===== src/rtl/instr_fetch_unit_if.sv =====
// ----------------------------------------------------------------------------
// instr_fetch_unit_if
//   Instruction-memory read channel between the fetch unit and its memory.
//   A request is held high with a stable address until the memory answers
//   with imem_ready; imem_rdata is valid only in that cycle.
//
//   Signals
//     imem_req    master -> slave  read request (high while waiting)
//     imem_addr   master -> slave  word address, PC_WIDTH bits
//     imem_ready  slave  -> master imem_rdata valid this cycle
//     imem_rdata  slave  -> master 32-bit instruction word
// ----------------------------------------------------------------------------
interface instr_fetch_unit_if #(
    parameter int PC_WIDTH = 12
);
    logic                imem_req;
    logic [PC_WIDTH-1:0] imem_addr;
    logic                imem_ready;
    logic [31:0]         imem_rdata;

    modport master (
        output imem_req,
        output imem_addr,
        input  imem_ready,
        input  imem_rdata
    );

    modport slave (
        input  imem_req,
        input  imem_addr,
        output imem_ready,
        output imem_rdata
    );
endinterface


===== src/rtl/instr_fetch_unit.sv =====
// ----------------------------------------------------------------------------
// instr_fetch_unit
//   Upstream fetch stage of the multi-cycle CPU. Holds the PC, fetches one
//   instruction per request over the imem handshake, and keeps it in the
//   instruction register until the control unit retires it with pc_update.
//   On retirement the PC advances to the next-PC selected by Jump / Branch /
//   branch_taken, using the imm field of the held instruction.
//
//   Ports
//     clk           clock, rising edge
//     reset         synchronous, active-low reset
//     fetch_en      control unit requests a fetch (acted on in IDLE)
//     pc_update     1-cycle pulse: retire held instruction, advance PC
//     Branch        held instruction is a conditional branch
//     branch_taken  branch condition true (valid with pc_update)
//     Jump          held instruction is a jump (absolute imm target)
//     imem          instruction-memory read channel (master side)
//     instruction   instruction register {op,rs,rt,rd,imm[11:0]}
//     instr_valid   instruction register holds an unretired instruction
//     pc            address of the held instruction / next fetch
//     instr_count   retired-instruction counter, wraps
//     seq_err       sticky: pc_update seen with no valid instruction
// ----------------------------------------------------------------------------
module instr_fetch_unit #(
    parameter int                  PC_WIDTH  = 12,
    parameter logic [PC_WIDTH-1:0] RESET_PC  = '0,
    parameter int                  CNT_WIDTH = 16
) (
    input  logic                  clk,
    input  logic                  reset,
    input  logic                  fetch_en,
    input  logic                  pc_update,
    input  logic                  Branch,
    input  logic                  branch_taken,
    input  logic                  Jump,
    instr_fetch_unit_if.master    imem,
    output logic [31:0]           instruction,
    output logic                  instr_valid,
    output logic [PC_WIDTH-1:0]   pc,
    output logic [CNT_WIDTH-1:0]  instr_count,
    output logic                  seq_err
);

    typedef enum logic [1:0] {
        S_IDLE = 2'd0,
        S_WAIT = 2'd1,
        S_HOLD = 2'd2
    } state_t;

    state_t               r_state;
    logic [PC_WIDTH-1:0]  r_pc;
    logic [31:0]          r_instruction;
    logic                 r_instr_valid;
    logic                 r_imem_req;
    logic [CNT_WIDTH-1:0] r_instr_count;
    logic                 r_seq_err;

    logic [11:0]          w_imm;
    logic [PC_WIDTH-1:0]  w_imm_zext;
    logic [PC_WIDTH-1:0]  w_imm_sext;
    logic [PC_WIDTH-1:0]  w_pc_seq;
    logic [PC_WIDTH-1:0]  w_next_pc;

    // Immediate of the held instruction, widened both ways. PC_WIDTH >= 12,
    // so the size cast of a signed value performs the sign extension.
    assign w_imm      = r_instruction[11:0];
    assign w_imm_zext = PC_WIDTH'(w_imm);
    assign w_imm_sext = PC_WIDTH'($signed(w_imm));
    assign w_pc_seq   = r_pc + PC_WIDTH'(1);

    // Next-PC selection; Jump has priority over a taken branch. All sums
    // wrap naturally at PC_WIDTH bits.
    // NOTE: every always_comb output gets a default first, so no path can
    // leave it unassigned and infer a latch.
    always_comb begin
        w_next_pc = w_pc_seq;
        if (Jump) begin
            w_next_pc = w_imm_zext;
        end else if (Branch && branch_taken) begin
            w_next_pc = w_pc_seq + w_imm_sext;
        end
    end

    // Single registered FSM. imem_req is a registered copy of (state == WAIT)
    // so the memory sees a glitch-free request.
    // NOTE: sequential state uses non-blocking assignments only, so every
    // register samples the pre-edge values of the others.
    always_ff @(posedge clk) begin
        if (!reset) begin
            r_state       <= S_IDLE;
            r_pc          <= RESET_PC;
            r_instruction <= '0;
            r_instr_valid <= 1'b0;
            r_imem_req    <= 1'b0;
            r_instr_count <= '0;
            r_seq_err     <= 1'b0;
        end else begin
            case (r_state)
                S_IDLE: begin
                    // Retiring with nothing fetched is a sequencing error.
                    if (pc_update) begin
                        r_seq_err <= 1'b1;
                    end
                    if (fetch_en) begin
                        r_state    <= S_WAIT;
                        r_imem_req <= 1'b1;
                    end
                end

                S_WAIT: begin
                    // fetch_en is ignored; address stays on r_pc until ready.
                    if (pc_update) begin
                        r_seq_err <= 1'b1;
                    end
                    if (imem.imem_ready) begin
                        r_instruction <= imem.imem_rdata;
                        r_instr_valid <= 1'b1;
                        r_imem_req    <= 1'b0;
                        r_state       <= S_HOLD;
                    end
                end

                S_HOLD: begin
                    // A simultaneous fetch_en is dropped: the next fetch
                    // needs a fresh request from IDLE.
                    if (pc_update) begin
                        r_pc          <= w_next_pc;
                        r_instr_valid <= 1'b0;
                        r_instr_count <= r_instr_count + CNT_WIDTH'(1);
                        r_state       <= S_IDLE;
                    end
                end

                default: begin
                    r_state    <= S_IDLE;
                    r_imem_req <= 1'b0;
                end
            endcase
        end
    end

    assign imem.imem_req  = r_imem_req;
    assign imem.imem_addr = r_pc;
    assign instruction    = r_instruction;
    assign instr_valid    = r_instr_valid;
    assign pc             = r_pc;
    assign instr_count    = r_instr_count;
    assign seq_err        = r_seq_err;

endmodule


===== src/flat_wrapper.sv =====
// flat-port wrapper written by rule: the top's interface ports become plain ports
module instr_fetch_unit_flat 
#(
    parameter int                  PC_WIDTH  = 12,
    parameter logic [PC_WIDTH-1:0] RESET_PC  = '0,
    parameter int                  CNT_WIDTH = 16
)
  (clk, reset, fetch_en, pc_update, Branch, branch_taken, Jump, instruction, instr_valid, pc, instr_count, seq_err, imem_imem_req, imem_imem_addr, imem_imem_ready, imem_imem_rdata);
  instr_fetch_unit_if #(.PC_WIDTH(PC_WIDTH)) imem_i ();
  input  logic clk;
  input  logic reset;
  input  logic fetch_en;
  input  logic pc_update;
  input  logic Branch;
  input  logic branch_taken;
  input  logic Jump;
  output logic [31:0] instruction;
  output logic instr_valid;
  output logic [PC_WIDTH-1:0] pc;
  output logic [CNT_WIDTH-1:0] instr_count;
  output logic seq_err;
  output wire logic [$bits(imem_i.imem_req)-1:0] imem_imem_req;
  output wire logic [$bits(imem_i.imem_addr)-1:0] imem_imem_addr;
  input wire logic [$bits(imem_i.imem_ready)-1:0] imem_imem_ready;
  input wire logic [$bits(imem_i.imem_rdata)-1:0] imem_imem_rdata;
  assign imem_imem_req = imem_i.imem_req;
  assign imem_imem_addr = imem_i.imem_addr;
  assign imem_i.imem_ready = imem_imem_ready;
  assign imem_i.imem_rdata = imem_imem_rdata;
  instr_fetch_unit #(.PC_WIDTH(PC_WIDTH), .RESET_PC(RESET_PC), .CNT_WIDTH(CNT_WIDTH)) u_core (.clk(clk), .reset(reset), .fetch_en(fetch_en), .pc_update(pc_update), .Branch(Branch), .branch_taken(branch_taken), .Jump(Jump), .imem(imem_i), .instruction(instruction), .instr_valid(instr_valid), .pc(pc), .instr_count(instr_count), .seq_err(seq_err));
endmodule

===== config.mk =====
export PLATFORM = sky130hd
export DESIGN_NAME = instr_fetch_unit_flat
export DESIGN_NICKNAME = d
export VERILOG_FILES = /design/src/rtl/instr_fetch_unit_if.sv /design/src/rtl/instr_fetch_unit.sv /design/src/flat_wrapper.sv
export SDC_FILE = /design/constraint.sdc
export NUM_CORES = 1
export LEC_CHECK = 0
export CORE_MARGIN = 10
export CORE_UTILIZATION = 25
export CTS_CLUSTER_DIAMETER = 40
export DETAILED_ROUTE_END_ITERATION = 16
export PLACE_DENSITY_LB_ADDON = 0.15
export RECOVER_POWER = 25
export SYNTH_ARGS = -nofsm -noshare
export SYNTH_HDL_FRONTEND = slang
export SYNTH_SLANG_ARGS = --single-unit

===== constraint.sdc =====
create_clock -name clk -period 2.8 [get_ports clk]
set_input_delay 0.56 -clock clk [delete_from_list [all_inputs] [get_ports clk]]
set_output_delay 0.56 -clock clk [all_outputs]
set_load 0.01 [all_outputs]

# Word level (Yosys, flattened, before mapping)
# Index checks and enable logic that the tools add are counted.
[classes] muxes=12 add_sub_neg=3 n_eq_ne=5 reduce_logical=10 bitwise=1
[ops] cell="$mux W12" n=2
[ops] cell="$add A16 B1 Y16 const B" n=1
[ops] cell="$add A12 B1 Y12 const B" n=1
[ops] cell="$add A12 B12 Y12" n=1
[ops] cell="$reduce_and A3 Y1" n=3
[ops] cell="$mux W2" n=3
[ops] cell="$ne A2 B2 Y1 const B" n=3
[ops] cell="$pmux W2 S3" n=1
[ops] cell="$reduce_and A2 Y1" n=3
[ops] cell="$mux W1" n=4
[ops] cell="$pmux W1 S3" n=1
[ops] cell="$eq A2 B1 Y1 const B" n=1
[ops] cell="$eq A2 B2 Y1 const B" n=1
[ops] cell="$logic_not A2 Y1" n=1
[ops] cell="$pmux W1 S2" n=1
[ops] cell="$reduce_bool A2 Y1" n=1
[ops] cell="$reduce_or A2 Y1" n=1
[ops] cell="$logic_and A1 B1 Y1" n=1
[ops] cell="$not A1 Y1" n=1
[totals] wordCells=38 out_inout_bits=75 reg_bits=65

# Longest topological paths before layout
# Gate-level depths: netlist (run 1).
[logic_depth] depth_word=4 depth_mapped=13 ltp_nobuf=13

# Worst setup path after synthesis (run 1)
# OpenSTA, ideal clock, no wires.
[synth_timing] path_type="register -> register" start="register u_core.r_pc[0] (netlist: u_core.imem.imem_addr[0])" end="register u_core.r_pc[11] (netlist: u_core.imem.imem_addr[11])" path_stages_with_launch=14 arrival_ns=2.574 slack_ns=0.099 synth_period_minus_slack_ns=2.701 setup_time_ns=0.126 path_cell_list="dfxtp_1 -> ha_1 -> nand3_1 -> nor2_1 -> nand2_1 -> xnor2_1 -> ha_1 -> o21ai_0 -> nand2b_1 -> o2111ai_2 -> or3_1 -> a31oi_1 -> xnor2_1 -> a21oi_1"
[synth_via] elab_chain_len=4
[synth_rtl] item="start: declaration" line_no="instr_fetch_unit.sv:51" text="logic [PC_WIDTH-1:0] r_pc;"
[synth_rtl] item="start signal: assignment" line_no="instr_fetch_unit.sv:127" text="r_pc <= w_next_pc;"
[synth_rtl] item="$add A12 B1 Y12 (*)" line_no="instr_fetch_unit.sv:69" text="assign w_pc_seq = r_pc + PC_WIDTH'(1);"
[synth_rtl] item="$add A12 B12 Y12" line_no="instr_fetch_unit.sv:80" text="w_next_pc = w_pc_seq + w_imm_sext;"
[synth_rtl] item="$mux W12 (*)" line_no="instr_fetch_unit.sv:79" text="end else if (Branch && branch_taken) begin"
[synth_rtl] item="$mux W12 (*)" line_no="instr_fetch_unit.sv:77" text="if (Jump) begin"
# Every way passes the cells marked *; elsewhere a longest branch is shown, timed or not.
# A chain may end at the register's enable or synchronous reset.

# Worst setup path after layout (run 1)
# Ends and elaborated chain as after synthesis.

==> results of run 1 <==
[flip-flops by register name, summed over array words and instances, names as in the netlist]
register and count:
u_core.instr_valid 1, u_core.imem.imem_addr 12, u_core.seq_err 1, u_core.instr_count 16, u_core.r_state 2, u_core.instruction 32, u_core.imem.imem_req 1
[metrics by stage]
stage / power [W] / hold slack (ps) / setup TNS (ps) / instances
after CTS: 0.00244 / 455 / 0 / 721
after detailed placement: 0.00126 / 447 / 0 / 705
after floorplan: 0.00110 / 481 / 0 / 423
final: 0.00240 / 453 / 0 / 723
after global routing: 0.00250 / 474 / -5.49 / 722
after global placement: 0.00126 / 442 / 0 / 705
[path summary, 6_finish.rpt]
kind                                              start                                endpoint  slack [ps]  cells after the start
setup reg to reg  u_core.imem.imem_addr[0]$_SDFFE_PN0P_  u_core.imem.imem_addr[11]$_SDFFE_PN0P_         190                     12
hold / removal          u_core.instr_valid$_SDFFE_PN0P_         u_core.instr_valid$_SDFFE_PN0P_         450                      2
setup / recovery  u_core.imem.imem_addr[0]$_SDFFE_PN0P_  u_core.imem.imem_addr[11]$_SDFFE_PN0P_         190                     12
hold reg to reg         u_core.instr_valid$_SDFFE_PN0P_         u_core.instr_valid$_SDFFE_PN0P_         450                      2
[metal layers]
layer,part of all wire,global-route usage,up-vias
met5,0,0,-
met4,0.020,0.0592,0
met3,0.084,0.0464,18
met2,0.46,0.198,94
met1,0.44,0.152,1543
li1,-,-,1679
[power by group]
| part | internal, W | switching, W |
|---|---|---|
| logic | 0.000137 | 0.000126 |
| registers | 0.000950 | 0.0000228 |
| clock network | 0.000696 | 0.000464 |
[worst max-delay path, cell delays in order, from the launching register on]
cell and delay (ps):
sky130_fd_sc_hd__dfxtp_1 340, sky130_fd_sc_hd__ha_2 220, sky130_fd_sc_hd__nand3_4 110, sky130_fd_sc_hd__nor2_4 140, sky130_fd_sc_hd__nand4_1 120, sky130_fd_sc_hd__xnor2_1 270, sky130_fd_sc_hd__ha_1 330, sky130_fd_sc_hd__buf_4 170
sky130_fd_sc_hd__a21oi_1 200, sky130_fd_sc_hd__nand4_1 130, sky130_fd_sc_hd__a31oi_1 220, sky130_fd_sc_hd__xnor2_1 140, sky130_fd_sc_hd__a21oi_1 80
[synth_stat cells, types with 5 or more instances]
library cell | count | share of area
sky130_fd_sc_hd__xnor2_1 | 17 | 0.045
sky130_fd_sc_hd__nand3_1 | 13 | 0.019
sky130_fd_sc_hd__nand2_1 | 91 | 0.10
sky130_fd_sc_hd__nand4_1 | 8 | 0.015
sky130_fd_sc_hd__buf_4 | 12 | 0.027
sky130_fd_sc_hd__dfxtp_1 | 65 | 0.39
sky130_fd_sc_hd__a21oi_1 | 51 | 0.076
sky130_fd_sc_hd__xor2_1 | 15 | 0.039
sky130_fd_sc_hd__ha_1 | 16 | 0.060
sky130_fd_sc_hd__inv_1 | 7 | 0.0079
sky130_fd_sc_hd__clkbuf_1 | 19 | 0.021
sky130_fd_sc_hd__o21ai_0 | 8 | 0.012
sky130_fd_sc_hd__a211oi_1 | 5 | 0.011
sky130_fd_sc_hd__nor2_1 | 37 | 0.042
sky130_fd_sc_hd__or3_1 | 6 | 0.011
sky130_fd_sc_hd__and3_1 | 5 | 0.0094
[placed cells by master (no fill, tap or decap), types with 4 or more instances in the layout]
cell and n:
sky130_fd_sc_hd__xor2_1 14, sky130_fd_sc_hd__ha_1 14, sky130_fd_sc_hd__a31oi_1 4, sky130_fd_sc_hd__dfxtp_1 64, sky130_fd_sc_hd__o21ai_0 8, sky130_fd_sc_hd__clkdlybuf4s50_1 108, sky130_fd_sc_hd__clkbuf_1 4, sky130_fd_sc_hd__or3_1 6
sky130_fd_sc_hd__dlygate4sd3_1 6, sky130_fd_sc_hd__xnor2_1 16, sky130_fd_sc_hd__clkbuf_16 9, sky130_fd_sc_hd__nand3_1 12, sky130_fd_sc_hd__nand2_1 91, sky130_fd_sc_hd__nor3_1 4, sky130_fd_sc_hd__and3_1 5, sky130_fd_sc_hd__nand4_1 8
sky130_fd_sc_hd__a21oi_1 49, sky130_fd_sc_hd__nor2b_1 4, sky130_fd_sc_hd__a211oi_1 5, sky130_fd_sc_hd__buf_4 21, sky130_fd_sc_hd__nor2_1 35, sky130_fd_sc_hd__a21o_1 4, sky130_fd_sc_hd__inv_1 7
[area by class of cell]
cell class,count,area share
multi-input cells,318,0.377
repair buffers,140,0.259
flip-flops and latches,65,0.256
clock buffers,9,0.0442
well taps,176,0.0432
clock inverters,7,0.0157
inverters,7,0.00516
diodes,1,0.000491
[kinds of logic (layout without fill, tap and decap cells)]
group / count (synthesis) / in the layout
adder cells (fa/ha/maj): 17 / 17
other: 0 / 1
AO/OA/AOI/OAI: 92 / 92
XOR/XNOR: 32 / 32
buffers and inverters: 40 / 163
flip-flops: 65 / 65
multiplexers: 2 / 2
AND/OR/NAND/NOR: 175 / 175
[repair_timing]
item | 4_1_cts | 5_1_grt
resized for setup | 0 | 14
buffers inserted | 0 | 1
endpoints found under the setup margin | 0 | 5
==> results.cfg, run 1 <==
[status]
outcome = finished, final reports clean

[cts]
cts_hold_buf = 0
cts_buffers = 9
clk-insertion-delay-late_ps = 340
cts-htree-levels = 3
clock-root-buffer = sky130_fd_sc_hd__clkbuf_16
cts_sinks = 65
cts_tree = done
cts_max_path_buffers = 2
clk_pin_slew_worst_paths_ps = 60

[sta]
worst-slew-pin-transition_ps = 854
min_period_ps = 2610
max-slew-margin-rel = 0.430
layout_worst_path_cycle_share = 0.930
layout_setup_ws_ps = 195
report.final.hold_viol_count = 0
unrepaired_setup_endpoints_after_global_routing = true
max_freq_mhz = 384
setup_viol = 0
drv_slew = 0
worst_clock_skew_ps = 6.18

[yosys]
synthXorXnorAreaFrac = 0.0838
synthFlopType = sky130_fd_sc_hd__dfxtp_1
post_synth_instance_area_mm2 = 0.00334
synthesis.yosys.warnings = 0
fraction_of_the_mapped_netlist_area_in_simple_logic_gates = 0.227
post_synth_fa_ha_maj_area_fraction = 0.0659
synthesis.area_per_instance_um2 = 7.90
ys_seq_elements = 65
synthMuxAreaShare = 0.00599
synth_cell_types = 44
synth_fp_nets = 480
synth_compound_area_frac = 0.169
largest_family_of_logic_cells_by_synthesized_area = simple AND/OR/NAND/NOR gates
synth-edff-count = 0
synthArstFlopShare = 0
share_of_synthesized_area_occupied_by_flip_flops_and_latches = 0.389
post_synthesis_cells = 423

[final_layout]
final_util = 0.386
layout-drive-gt1-share = 0.0952
layout.filler_cells = 1365
design.final.nets = 598
syn_to_final_growth_pct = 52.4
area_taken_by_multi_input_logic_gates_mm2 = 0.00192
seq_area_mm2 = 0.00130
design_area_mm2 = 0.00509

[pwr]
peakVddDrop_mv = 0.269
power.leakage_nw = 1.90
power_per_cell_area_mw_per_mm2 = 470

[route]
detail_route.first_pass.iterations = 5
wire_per_inst_um = 16.0
ant_nets = 0
post-route-drc-count = 0
routed_via_density = 4.61
drtIter0Drc = 167
routed_wl_um = 11600
route.vias.total = 3334

[placed_design]
io_buffer_count = 114
gp_routability_congestion = 0.885
pre_cts_slack_ps = 54.7
post_placement_cell_area_mm2 = 0.00472
dp_hpwl_um = 8710

[die]
dieWidth_um = 136
coreArea_mm2 = 0.0132
initial_core_util = 0.253
std_cell_rows = 42
fp.dieArea_mm2 = 0.0184
dieHeight_um = 136
floorplan.io_pins = 115

[grt]
gr-total-overflow = 0
grt.total_usage = 0.127
first_global_vias = 3377
grt_max_degree = 25
grt_antenna_before_repair = 1
grt_pass1_wl_um = 18400

[critical_path]
critical_path.max_fanout = 5
worst-endpoint-arrival_ps = 2820
kind_of_start_point_of_the_critical_path = register
setup.worst_path.end_class = register
critical_path_class = reg2reg
crit_path_required_time_ps = 3020

[flow_run]
cap_violations = 0

[hold_path]
hold_path_class = reg2reg
Note: power is estimated with default switching activity, not from simulation.
==> run 2: changes to the inputs <==
--- a/config.mk
+++ b/config.mk
@@ -9,6 +9,7 @@
 export CORE_UTILIZATION = 25
 export CTS_CLUSTER_DIAMETER = 40
 export DETAILED_ROUTE_END_ITERATION = 16
+export GPL_ROUTABILITY_DRIVEN = 0
 export PLACE_DENSITY_LB_ADDON = 0.15
 export RECOVER_POWER = 25
 export SYNTH_ARGS = -nofsm -noshare
==> run 2 against run 1 <==
  * Hold slack worse by 0.55 ps
  * Critical path depth increased by 1
  * Clock skew up 0.80 ps
  * First-iteration DRC count grew 4.8%
  * Final area is 1.3% lower
  * Largest cell class unchanged
  * Global-route usage is 0.15 points lower
  * Wire length shrank 1.6%
  * Sequential cell count stayed put
  * Total power decreased by 2.1%
  * Fmax is 5.6% lower
  * Non-clock buffer count did not move
  * Largest power group unchanged
  * Sequential power about the same
==> results.cfg, run 2 (same netlist as run 1, synthesis figures left out) <==
[critical_path]
regToRegStartpoint = u_core.imem.imem_addr[1]$_SDFFE_PN0P_
crit_path_required_time_ps = 3010
kind_of_start_point_of_the_critical_path = register
worst-r2r-setup-slack_ps = 40
critical_path_class = reg2reg
worst-endpoint-arrival_ps = 2970
critical_path.max_fanout = 4
setup.worst_path.end_class = register
reg2reg_to = u_core.imem.imem_addr[11]$_SDFFE_PN0P_
reg2regPathDepth = 13

[placed_design]
post_placement_cell_area_mm2 = 0.00472
io_buffer_count = 114
pre_cts_slack_ps = -25.0
dp_hpwl_um = 8730

[die]
std_cell_rows = 42
dieHeight_um = 136
initial_core_util = 0.253
dieWidth_um = 136
fp.dieArea_mm2 = 0.0184
floorplan.io_pins = 115
coreArea_mm2 = 0.0132

[route]
post-route-drc-count = 0
route.vias.total = 3313
routed_wl_um = 11400
wire_per_inst_um = 15.8
routed_via_density = 4.60
ant_nets = 0
drtIter0Drc = 175
detail_route.first_pass.iterations = 4

[cts]
cts_sinks = 65
cts_max_path_buffers = 2
cts_tree = done
clock-root-buffer = sky130_fd_sc_hd__clkbuf_16
cts_buffers = 9
clk_pin_slew_worst_paths_ps = 60
clk-insertion-delay-late_ps = 340
cts-htree-levels = 3

[final_layout]
layout.filler_cells = 1362
design_area_mm2 = 0.00503
syn_to_final_growth_pct = 50.3
layout_common_cells = sky130_fd_sc_hd__clkdlybuf4s50_1 (108), sky130_fd_sc_hd__nand2_1 (91), sky130_fd_sc_hd__dfxtp_1 (65), sky130_fd_sc_hd__a21oi_1 (51), sky130_fd_sc_hd__nor2_1 (35)
layout_commonest_cell = sky130_fd_sc_hd__clkdlybuf4s50_1
number_of_flip_flops_in_the_largest_register = 32
design.final.nets = 598
final_util = 0.381
layout-drive-gt1-share = 0.0846

[flow_run]
cap_violations = 0

[grt]
grt_antenna_before_repair = 1
grt_max_degree = 26
grt_pass1_wl_um = 18200
grt.total_usage = 0.125
first_global_vias = 3409
gr-total-overflow = 0

[sta]
report.final.hold_viol_count = 0
layout_worst_path_cycle_share = 0.986
worst-slew-pin-transition_ps = 872
max_freq_mhz = 362
layout_setup_ws_ps = 39.7
worst_clock_skew_ps = 6.98
unrepaired_setup_endpoints_after_global_routing = true
setup_viol = 0
max-slew-margin-rel = 0.419
min_period_ps = 2760
drv_slew = 0

[hold_path]
hold-path-endpoint = u_core.instruction[17]$_SDFFE_PN0P_
worstHoldStart = u_core.instruction[17]$_SDFFE_PN0P_
hold_path_class = reg2reg
worstHoldPathCells = 2

[pwr]
report.power.total_w = 0.00235
power_per_cell_area_mw_per_mm2 = 467
power.leakage_nw = 1.89
peakVddDrop_mv = 0.379

[status]
outcome = finished, final reports clean
[run 2: worst max-delay path by stage]
stage                                          start                                     end  slack [ps]  cells after the start
6_report       u_core.imem.imem_addr[1]$_SDFFE_PN0P_  u_core.imem.imem_addr[11]$_SDFFE_PN0P_          40                     13
5_1_grt        u_core.imem.imem_addr[1]$_SDFFE_PN0P_  u_core.imem.imem_addr[11]$_SDFFE_PN0P_         -80                     13
4_1_cts        u_core.imem.imem_addr[1]$_SDFFE_PN0P_  u_core.imem.imem_addr[11]$_SDFFE_PN0P_           1                     13
3_5_place_dp   u_core.imem.imem_addr[0]$_SDFFE_PN0P_  u_core.imem.imem_addr[11]$_SDFFE_PN0P_         -20                     13
3_3_place_gp   u_core.imem.imem_addr[0]$_SDFFE_PN0P_  u_core.imem.imem_addr[11]$_SDFFE_PN0P_          70                     13
2_1_floorplan  u_core.imem.imem_addr[0]$_SDFFE_PN0P_  u_core.imem.imem_addr[11]$_SDFFE_PN0P_         100                     13
[run 2: area by class of cell]
| cell class | count | area, um2 | area share |
|---|---|---|---|
| antenna | 1 | 2.50 | 0.000498 |
| clock buffer | 10 | 239 | 0.0475 |
| clock inverter | 4 | 45.0 | 0.00896 |
| inverter | 7 | 26.3 | 0.00523 |
| multi-input combinational | 318 | 1870 | 0.372 |
| sequential | 65 | 1300 | 0.259 |
| tap | 176 | 220 | 0.0438 |
| timing repair buffer | 140 | 1320 | 0.263 |
[run 2: worst max-delay path, stage by stage, from the launching register on]
cell and delay (ps):
sky130_fd_sc_hd__dfxtp_1 340, sky130_fd_sc_hd__ha_2 200, sky130_fd_sc_hd__nand3_2 110, sky130_fd_sc_hd__nor2_2 200
sky130_fd_sc_hd__nand2_1 90, sky130_fd_sc_hd__xnor2_1 150, sky130_fd_sc_hd__ha_1 330, sky130_fd_sc_hd__o21ai_0 100
sky130_fd_sc_hd__nand2b_1 90, sky130_fd_sc_hd__o2111ai_2 150, sky130_fd_sc_hd__or3_1 400, sky130_fd_sc_hd__a31oi_2 230
sky130_fd_sc_hd__xnor2_1 140, sky130_fd_sc_hd__a21oi_1 80
[run 2: stage by stage]
stage          TNS [ps]  instances  hold WS (ps)
3_5_place_dp      -25.0        705           448
6_report              0        721           452
4_1_cts               0        719           457
3_3_place_gp          0        705           441
2_1_floorplan         0        423           481
5_1_grt           -78.6        720           478
[run 2: what timing repair did]
item | 4_1_cts | 5_1_grt
hold buffers | 0 | 0
buffers inserted | 0 | 1
resized for setup | 1 | 5
pin swaps | 0 | 2
setup endpoints to repair | 1 | 3
[run 2: per-layer routing]
layer	global-route usage	wire (um)	vias to the layer above	part of all wire
met5	0	0	-	0
met4	0.0359	125	0	0.011
met3	0.0575	899	7	0.079
met2	0.209	5390	84	0.47
met1	0.141	4980	1546	0.44
li1	-	-	1676	-
[run 2: power by group]
group / internal [W] / switching (W)
sequential: 0.000951 / 0.0000221
clock: 0.000698 / 0.000413
combinational: 0.000137 / 0.000125
==> run 3: changes to the inputs <==
--- a/config.mk
+++ b/config.mk
@@ -5,9 +5,9 @@
 export SDC_FILE = /design/constraint.sdc
 export NUM_CORES = 1
 export LEC_CHECK = 0
+export CORE_ASPECT_RATIO = 0.6
 export CORE_MARGIN = 10
-export CORE_UTILIZATION = 25
-export CTS_CLUSTER_DIAMETER = 40
+export CORE_UTILIZATION = 35
 export DETAILED_ROUTE_END_ITERATION = 16
 export GPL_ROUTABILITY_DRIVEN = 0
 export PLACE_DENSITY_LB_ADDON = 0.15
==> run 3 against run 2 <==
  * Die area decreased by 24%
  * Sequential power about the same
  * Critical path depth unchanged
  * Clock skew decreased by 1.1 ps
  * Clock power decreased by 7%
  * Largest cell class unchanged
  * Hold slack improved by 2.4 ps
  * Critical endpoint unchanged
  * Count of clock-buffer cells in the layout increased by 2
==> results.cfg, run 3 (same netlist as run 1, synthesis figures left out) <==
[sta]
worst_clock_skew_ps = 5.86
layout_worst_path_cycle_share = 0.982
min_period_ps = 2750
max_freq_mhz = 364
setup_viol = 0
max-slew-margin-rel = 0.395
report.final.hold_viol_count = 0
unrepaired_setup_endpoints_after_global_routing = true
hold_ws_ps = 455
drv_slew = 0
worst-slew-pin-transition_ps = 907

[critical_path]
cp_slowest_cell = sky130_fd_sc_hd__ha_1
worst-path-buf-inv = 0
kind_of_start_point_of_the_critical_path = register
critical_path_class = reg2reg
critPathMostFrequentCell = sky130_fd_sc_hd__xnor2_1
path_delay_family = simple AND/OR/NAND/NOR gates
slowest_delay_ps = 360
reg2regPathDepth = 13
regToRegStartpoint = u_core.imem.imem_addr[0]$_SDFFE_PN0P_
worst-endpoint-arrival_ps = 2950
worst-r2r-setup-slack_ps = 50
crit_path_required_time_ps = 3000
critical_path.max_fanout = 5
cp_cell_sequence = ha_2 > nand3_2 > nor2_4 > nand2_1 > xnor2_1 > ha_1 > o21ai_0 > nand2b_1 > o2111ai_2 > or3_1 > a31oi_1 > xnor2_1 > a21oi_1
reg2reg_to = u_core.imem.imem_addr[11]$_SDFFE_PN0P_
setup.worst_path.end_class = register

[die]
initial_core_util = 0.361
std_cell_rows = 27
coreArea_mm2 = 0.00926
dieHeight_um = 95.7
floorplan.io_pins = 115
dieWidth_um = 146
fp.dieArea_mm2 = 0.0140

[pwr]
report.power.total_w = 0.00226
comb_power_share = 0.114
power.sequential.fraction = 0.431
peakVddDrop_mv = 0.336
power.share.switching = 0.244
internal_power_w = 0.00171
p_clk_frac = 0.455
power.switching_w = 0.000553
power.leakage_nw = 1.90
power_per_cell_area_mw_per_mm2 = 455

[final_layout]
layout_common_cells = sky130_fd_sc_hd__clkdlybuf4s50_1 (104), sky130_fd_sc_hd__nand2_1 (91), sky130_fd_sc_hd__dfxtp_1 (64), sky130_fd_sc_hd__a21oi_1 (49), sky130_fd_sc_hd__nor2_1 (35)
layout-drive-gt1-share = 0.0901
design.final.nets = 596
final_util = 0.537
layout_commonest_cell = sky130_fd_sc_hd__clkdlybuf4s50_1
number_of_flip_flops_in_the_largest_register = 32
syn_to_final_growth_pct = 48.6
stdcell_count = 675
design_area_mm2 = 0.00497

[flow_run]
cap_violations = 0

[grt]
grt_pass1_wl_um = 17100
use_met2 = 0.209
grt_antenna_before_repair = 0
use_met3 = 0.0937
gr-total-overflow = 0
first_global_vias = 3237
grt_use_met1 = 0.199
grt_max_degree = 36
global_route.peak_usage_layer = met2
grt.total_usage = 0.152

[placed_design]
post_placement_cell_area_mm2 = 0.00464
io_buffer_count = 114
dp_hpwl_um = 8210
place.detailed.instances = 656

[cts]
cts_sinks = 65
clock-root-buffer = sky130_fd_sc_hd__clkbuf_16
cts_buffers = 9
cts-htree-levels = 3
cts_tree = done
cts_hold_buf = 0
clk_pin_slew_worst_paths_ps = 60
clk-insertion-delay-late_ps = 330
cts_max_path_buffers = 2

[route]
detail_route.first_pass.iterations = 5
drtIter0Drc = 215
route.vias.total = 3341
routed_wl_um = 11000
post-route-drc-count = 0
routed_via_density = 4.95
ant_nets = 0
wire_per_inst_um = 16.3

[status]
outcome = finished, final reports clean

[hold_path]
hold-path-endpoint = u_core.instruction[15]$_SDFFE_PN0P_
worstHoldStart = u_core.instruction[15]$_SDFFE_PN0P_
worstHoldPathCells = 2
hold_path_class = reg2reg
-- run 3: changes by cell type in the layout (fill, tap and decap cells not counted), moves of 2 or more --
cell	delta
sky130_fd_sc_hd__a21oi_1	-2
sky130_fd_sc_hd__a21oi_2	+2
sky130_fd_sc_hd__clkbuf_2	+2
sky130_fd_sc_hd__clkdlybuf4s50_1	-4
sky130_fd_sc_hd__clkinv_2	-2
sky130_fd_sc_hd__clkinvlp_4	+2
sky130_fd_sc_hd__dlygate4sd3_1	+4
-- run 3: final cells by class --
type | instances | area (um2)
Fill cell | 895 | 4290
Timing Repair Buffer | 138 | 1310
Multi-Input combinational cell | 318 | 1890
Antenna cell | 1 | 2.50
Clock buffer | 12 | 246
Sequential cell | 65 | 1300
Clock inverter | 4 | 28.8
Tap cell | 130 | 163
Inverter | 7 | 26.3
-- run 3: metal layers --
layer	vias up	share of wire
met5	-	0
met1	1533	0.46
li1	1668	-
met2	138	0.41
met3	2	0.13
met4	0	0.0022
-- run 3: stage by stage --
stage | setup slack (ps) | setup TNS [ps]
CTS | 26.9 | 0
finish | 49.6 | 0
global route | -60.4 | -60.4
detailed placement | 40.6 | 0
floorplan | 99.3 | 0
global placement | 125 | 0
-- run 3: worst max-delay path by stage --
| stage | from | endpoint | cells after the start |
|---|---|---|---|
| 2_1_floorplan | u_core.imem.imem_addr[0]$_SDFFE_PN0P_ | u_core.imem.imem_addr[11]$_SDFFE_PN0P_ | 13 |
| 3_3_place_gp | u_core.imem.imem_addr[0]$_SDFFE_PN0P_ | u_core.imem.imem_addr[11]$_SDFFE_PN0P_ | 13 |
| 3_5_place_dp | u_core.imem.imem_addr[0]$_SDFFE_PN0P_ | u_core.imem.imem_addr[11]$_SDFFE_PN0P_ | 13 |
| 4_1_cts | u_core.imem.imem_addr[0]$_SDFFE_PN0P_ | u_core.imem.imem_addr[11]$_SDFFE_PN0P_ | 13 |
| 5_1_grt | u_core.imem.imem_addr[0]$_SDFFE_PN0P_ | u_core.imem.imem_addr[11]$_SDFFE_PN0P_ | 13 |
| 6_report | u_core.imem.imem_addr[0]$_SDFFE_PN0P_ | u_core.imem.imem_addr[11]$_SDFFE_PN0P_ | 13 |
-- run 3: what timing repair did --
| item | 4_1_cts | 5_1_grt |
|---|---|---|
| buffers inserted | 0 | 2 |
| setup endpoints to repair | 0 | 4 |
| resized for setup | 0 | 10 |
-- run 3: tightest hold or removal path, delay by kind of cell (launching register included) --
kind | cells | cell delay [ps]
and+or+nand+nor | 1 | 50
AOI/OAI and AO/OA | 1 | 50
DFF | 1 | 310
-- run 3: power groups by stage --
stage | sequential (W) | clock, W | combinational, W
after floorplan | 0.00100 | 0 | 0.000105
after global placement | 0.000992 | 0 | 0.000258
after detailed placement | 0.000993 | 0 | 0.000258
after CTS | 0.000974 | 0.00107 | 0.000260
after global routing | 0.000977 | 0.00111 | 0.000283
final | 0.000974 | 0.00103 | 0.000258
